## src/rtl/operand_sel_pipe.sv

```systemverilog
// Operand select for the D->E boundary: muxes one of NSRC sources into a pipeline register.
// Latency: one cycle, and every output comes straight from a flop.
// Backpressure: stall holds the operand (refresh re-reads the held index); flush empties the stage.
module operand_sel_pipe #(
    parameter int WIDTH = 32,
    parameter int NSRC  = 4,
    parameter int SELW  = 2,
    parameter int CNTW  = 4
) (
    input  logic                  clk,
    input  logic                  reset,
    input  logic [NSRC*WIDTH-1:0] src_data,
    input  logic [SELW-1:0]       src_sel,
    input  logic                  in_valid,
    input  logic                  stall,
    input  logic                  refresh,
    input  logic                  flush,
    output logic [WIDTH-1:0]      out_data,
    output logic                  out_valid,
    output logic [SELW-1:0]       out_sel,
    output logic                  sel_err,
    output logic [CNTW-1:0]       stall_cnt
);

    typedef enum logic [1:0] {
        ST_EMPTY = 2'd0,
        ST_FULL  = 2'd1,
        ST_HELD  = 2'd2
    } state_t;

    localparam logic [CNTW-1:0] CNT_MAX = '1;

    state_t            state_q;
    logic [WIDTH-1:0]  data_q;
    logic              valid_q;
    logic [SELW-1:0]   sel_q;
    logic              err_q;
    logic [CNTW-1:0]   cnt_q;

    logic [WIDTH-1:0]  load_data_d;
    logic [WIDTH-1:0]  refresh_data_d;
    logic              sel_in_range_d;
    logic [CNTW-1:0]   cnt_inc_d;

    // Two source muxes: one on the incoming index for loads, one on the held index
    // for forwarding refresh. An out-of-range index matches no source and yields zero.
    always_comb begin
        load_data_d    = '0;
        refresh_data_d = '0;
        for (int k = 0; k < NSRC; k++) begin
            if (src_sel == SELW'(k)) begin
                load_data_d = src_data[k*WIDTH +: WIDTH];
            end
            if (sel_q == SELW'(k)) begin
                refresh_data_d = src_data[k*WIDTH +: WIDTH];
            end
        end
        sel_in_range_d = (32'(src_sel) < NSRC);
        cnt_inc_d      = (cnt_q == CNT_MAX) ? cnt_q : cnt_q + 1'b1;
    end

    // Stage FSM with registered outputs; priority reset > flush > stall > load.
    always_ff @(posedge clk) begin
        if (reset || flush) begin
            state_q <= ST_EMPTY;
            data_q  <= '0;
            valid_q <= 1'b0;
            sel_q   <= '0;
            err_q   <= 1'b0;
            cnt_q   <= '0;
        end else if (stall) begin
            // An empty stage simply holds; a held operand keeps its index and error flag.
            if (state_q != ST_EMPTY) begin
                if (refresh) begin
                    data_q <= refresh_data_d;
                end
                cnt_q   <= cnt_inc_d;
                state_q <= ST_HELD;
            end
        end else if (in_valid) begin
            state_q <= ST_FULL;
            data_q  <= load_data_d;
            valid_q <= 1'b1;
            sel_q   <= src_sel;
            err_q   <= ~sel_in_range_d;
            cnt_q   <= '0;
        end else begin
            // Bubble: out_sel keeps its last captured value.
            state_q <= ST_EMPTY;
            data_q  <= '0;
            valid_q <= 1'b0;
            err_q   <= 1'b0;
            cnt_q   <= '0;
        end
    end

    assign out_data  = data_q;
    assign out_valid = valid_q;
    assign out_sel   = sel_q;
    assign sel_err   = err_q;
    assign stall_cnt = cnt_q;

endmodule

```

## config.mk

```make
export PLATFORM = sky130hd
export DESIGN_NAME = operand_sel_pipe
export DESIGN_NICKNAME = d
export VERILOG_FILES = /design/src/rtl/operand_sel_pipe.sv
export SDC_FILE = /design/constraint.sdc
export NUM_CORES = 1
export LEC_CHECK = 0
export CAP_MARGIN = 20
export CORE_AREA = 5 5 95 97
export CTS_BUF_LIST = sky130_fd_sc_hd__clkbuf_4
export CTS_CLUSTER_DIAMETER = 40
export DETAILED_ROUTE_END_ITERATION = 12
export DIE_AREA = 0 0 100 102
export PLACE_DENSITY_LB_ADDON = 0.12
export SLEW_MARGIN = 5
export SYNTH_ARGS = -nofsm -noshare
export SYNTH_HDL_FRONTEND = slang
export SYNTH_SLANG_ARGS = --single-unit
```

## constraint.sdc

```tcl
create_clock -name clk -period 2.7 [get_ports clk]
set_clock_uncertainty 0.05 [all_clocks]
set_input_delay 0.54 -clock clk [delete_from_list [all_inputs] [get_ports clk]]
set_output_delay 0.54 -clock clk [all_outputs]
set_load 0.03 [all_outputs]
```

### Word-level counts from Yosys, hierarchy flattened

Cells that the tools add are included.

| cells by class | value |
|---|---|
| add/subtract/negate cells | 1 |
| equality and inequality tests | 9 |
| muxes and demuxes | 16 |
| bitwise gates (word level) | 2 |
| reduce and logical (&&, ||, !) cells | 8 |

Operators with widths:

| cell | number |
|---|---|
| 2-to-1 mux 32 bit | 12 |
| == test 2 bit (second input constant) | 4 |
| AND reduction 2 bit | 3 |
| adder 4 x 1 -> 4 bit (second input constant) | 1 |
| == test 2 x 1 -> 1 bit (second input constant) | 2 |
| == test 4 bit (second input constant) | 1 |
| logical NOT 2 bit | 2 |
| 2-to-1 mux 2 bit | 2 |
| inequality test 2 x 1 -> 1 bit (second input constant) | 2 |
| 2-to-1 mux 1 bit | 2 |
| inverter 1 bit | 2 |
| nonzero test 2 bit | 1 |
| OR reduction 2 bit | 1 |
| logical OR 1 bit | 1 |

| storage, ports and cells | value |
|---|---|
| bits in registers | 41 |
| output and inout port bits | 40 |
| word-level logic and storage cells | 41 |

### Longest topological paths before layout

| depth | value |
|---|---|
| depth in word-level cells | 8 |
| mapped depth | 6 |
| gate-level depth less buffers | 5 |

### Worst setup path after synthesis

No wires, ideal clock.

| path | value |
|---|---|
| kind | in2reg |
| from | in src_sel[1] |
| to | reg data_q[0] (netlist: out_data[0]) |
| arrival time | 1.529 ns |
| data required time | 2.525 ns |
| setup slack | 0.996 ns |
| stages on the path | 6 |
| path through | buf_2 -> buf_2 -> mux2i_1 -> nor2_1 -> a211oi_1 -> a21oi_1 |

| between the ends | value |
|---|---|
| cells in the longest elaborated chain, start to end | 7 |

RTL lines:

| what | line | text |
|---|---|---|
| from (decl) | 13 | `input logic [SELW-1:0] src_sel,` |
| logical NOT 2 bit | 51 | `if (src_sel == SELW'(k)) begin` |
| 2-to-1 mux 32 bit (3 in a row) | 51 |  |
| 2-to-1 mux 32 bit (*) | 51 |  |
| 2-to-1 mux 32 bit (*) | 80 | `end else if (in_valid) begin` |
| 2-to-1 mux 32 bit (*) | 71 | `end else if (stall) begin` |
| to (signal assigned) | 75 | `data_q <= refresh_data_d;` |
| to (signal assigned) | 82 | `data_q <= load_data_d;` |
| to (decl) | 34 | `logic [WIDTH-1:0] data_q;` |

Mark *: on every way between the ends. The rest lies on a longest branch, timed or not.
A chain may end at the register's enable or synchronous reset.

### Worst setup path in the final report

| path | value |
|---|---|
| from | reg cnt_q[1] (netlist: stall_cnt[1]) |
| to | out stall_cnt[1] |

RTL lines:

| what | line | text |
|---|---|---|
| from (decl) | 38 | `logic [CNTW-1:0] cnt_q;` |
| from (signal assigned) | 77 | `cnt_q <= cnt_inc_d;` |
| to (decl) | 22 | `output logic [CNTW-1:0] stall_cnt` |

No word-level cell between the ends.

==> impl_metrics.toml <==
[floorplanning]
ioPinCount = 176
die_h_um = 102
core_region_area_um2 = 8050
die_x_um = 100
die_area_um2 = 10200
rows = 33
start_util_pct = 39.3

[logic_synthesis]
async_flop_share_pct = 0
synth.area.top_cells = "dfxtp_1, mux2i_1, o21ai_0"
synth_top_cell_area_share_pct = 25.9
synth_cells = 407
syn-num-nets = 544
synth_edf_count = 0
yosys_warnings = 0
netlist_area_um2 = 3170
yosysSeqAreaShare_pct = 25.9
synth.avg_cell_area_um2 = 7.78
yosysTopAreaCell = "dfxtp_1"
synth_most_common_cell = "mux2i_1"
synth.distinct_cells = 29
ys_ff_latch = 41
synth.top_cells.by_count = "mux2i_1, o21ai_0, dfxtp_1, nor2_1, a21oi_1"
synth_ff_type = "dfxtp_1"

[power]
p_total_mw = 1.55
cellPowerDensity_nw_per_um2 = 309
vdd_drop_max_mv = 0.175
p_leak_nw = 1.77

[routing]
post_drt_via_cell_ratio = 5.74
drtIter0Drc = 152
wire_per_inst_um = 17.9
first_pass_iters = 4
vias = 3829
wirelength_um = 11900
drc = 0
ant_nets = 0

[placement]
place_inst = 659
placed_area_um2 = 4950
finalWeightedCongestion = 0.795
port-buffer-count = 174
place_hpwl_um = 8680

[job]
maxCapViolCount = 0

[timing]
final_max_slew_viol_count = 0
totalNegativeSetupSlack_ns = 0
fin_crit_sh_pct = 75.7
fmax_mhz = 489
min_period_ns = 2.04
setup_viol = 0
relSlewSlack_pct = 57.1
grt_setup_unrepaired = "false"
tightest_slew_ns = 0.643
final_hold_viol_count = 0

[grt]
grt_pass1_vias = 3777
grt_max_degree = 67
grt_antenna_before_repair = 0
grt_overflow = 0
track_usage_pct = 22.4
grt_first_pass_wirelength_um = 18700

[finish]
final_net_count = 698
layout-drive-gt1-share_pct = 6.05
final_cells = 667
diodes = 0
final_area_um2 = 5010
area_growth_pct = 58.3

[setup_path]
crit_arrival_ns = 1.45
critical_path_class = "flip-flop to primary output"
cpPeakStageDelay_ns = 0.70
crit_family = "buffers and inverters"
crit_buf_inv = 1
cp_slowest_cell = "clkdlybuf4s50_1"
cp_max_fo = 4
start_kind = "flip-flop"
critPathRequiredTime_ns = 2.11
cp_cell_sequence = "clkdlybuf4s50_1"
endpoint_kind = "primary output"

[clocking]
post_cts_buffers = 0
clock-root-buffer = "clkbuf_4"
clock-sinks = 41
postCtsHoldBufs = 0
worstSkewPairLatency_ns = 0.34
cts.clk_slew.worst_paths_ns = 0.12
cts_buffers = 5
cts_htree_levels = 2
clock_path_buffers = 2
cts_tree = "yes"
postCtsResizedCells = 0

[worst_hold_path]
hp-class = "flip-flop to flip-flop"

[run_status]
status = "finished, final reports clean"
==> cells in the final DEF (no fill, tap or decap), types with 3 or more instances in the layout <==
master and n:
clkdlybuf4s50_1 172, dfxtp_1 39, nand3_1 33, nand3b_1 3, o21ai_0 65, clkbuf_4 8, mux2i_1 67, a21oi_1 35
a22oi_1 30, xor2_1 3, nor2_1 38, buf_4 13, nand2_1 4, a211oi_1 30
==> routing by layer <==
metal | track usage (%) | wire length, um | up-vias
met5 | 0 | 0 | -
met4 | 5.80 | 214 | 0
met3 | 6.35 | 997 | 18
met2 | 37.5 | 5540 | 164
met1 | 28.6 | 5170 | 1811
li1 | - | - | 1836
==> per-stage QoR <==
stage	hold slack, ns	utilization (%)	setup WS, ns
4_1_cts	0.464	62.3	0.626
3_3_place_gp	0.420	61.5	0.393
3_5_place_dp	0.436	61.5	0.349
5_1_grt	0.486	62.3	0.578
6_report	0.462	62.3	0.655
2_1_floorplan	0.425	-	0.996
==> worst paths after layout <==
kind	startpoint	endpoint	slack [ns]	cells after the start
worst min-delay path	out_valid$_SDFFE_PP0N_	out_valid$_SDFFE_PP0N_	0.46	1
worst min register to register	out_valid$_SDFFE_PP0N_	out_valid$_SDFFE_PP0N_	0.46	1
worst max register to register	out_sel[0]$_SDFFE_PP0P_	out_data[18]$_SDFFE_PP0P_	0.81	4
worst max-delay path	stall_cnt[1]$_SDFFE_PP0P_	stall_cnt[1]	0.66	1
==> sequential cells by signal (all words and copies together), names as in the netlist <==
name / count
stall_cnt: 4
out_valid: 1
out_data: 32
out_sel: 2
state_q: 2
==> kinds of logic (layout without fill, tap and decap cells) <==
logic type / after synthesis / count (layout) / synth area share, %
buf+inv: 42 / 197 / 7.15
simple gates: 87 / 87 / 12.8
flops: 41 / 41 / 25.9
mux: 68 / 68 / 21.9
xor+xnor: 3 / 3 / 0.830
other cells: 1 / 1 / 0.118
fa+ha+maj: 1 / 1 / 0.395
compound gates: 164 / 164 / 30.9
==> report_power, final <==
| part | total, mW | switching (mW) | internal, mW |
|---|---|---|---|
| clock network | 0.332 | 0.198 | 0.134 |
| logic | 0.574 | 0.259 | 0.314 |
| registers | 0.643 | 0.0138 | 0.629 |
==> cell type report <==
class                   count  area (um^2)
flip-flops and latches     41          823
well taps                 105          131
clock buffers               8         60.1
fillers                   709         3040
repair buffers            189         1870
multi-input cells         324         2130
No activity file was read; power rests on OpenSTA's default activity.
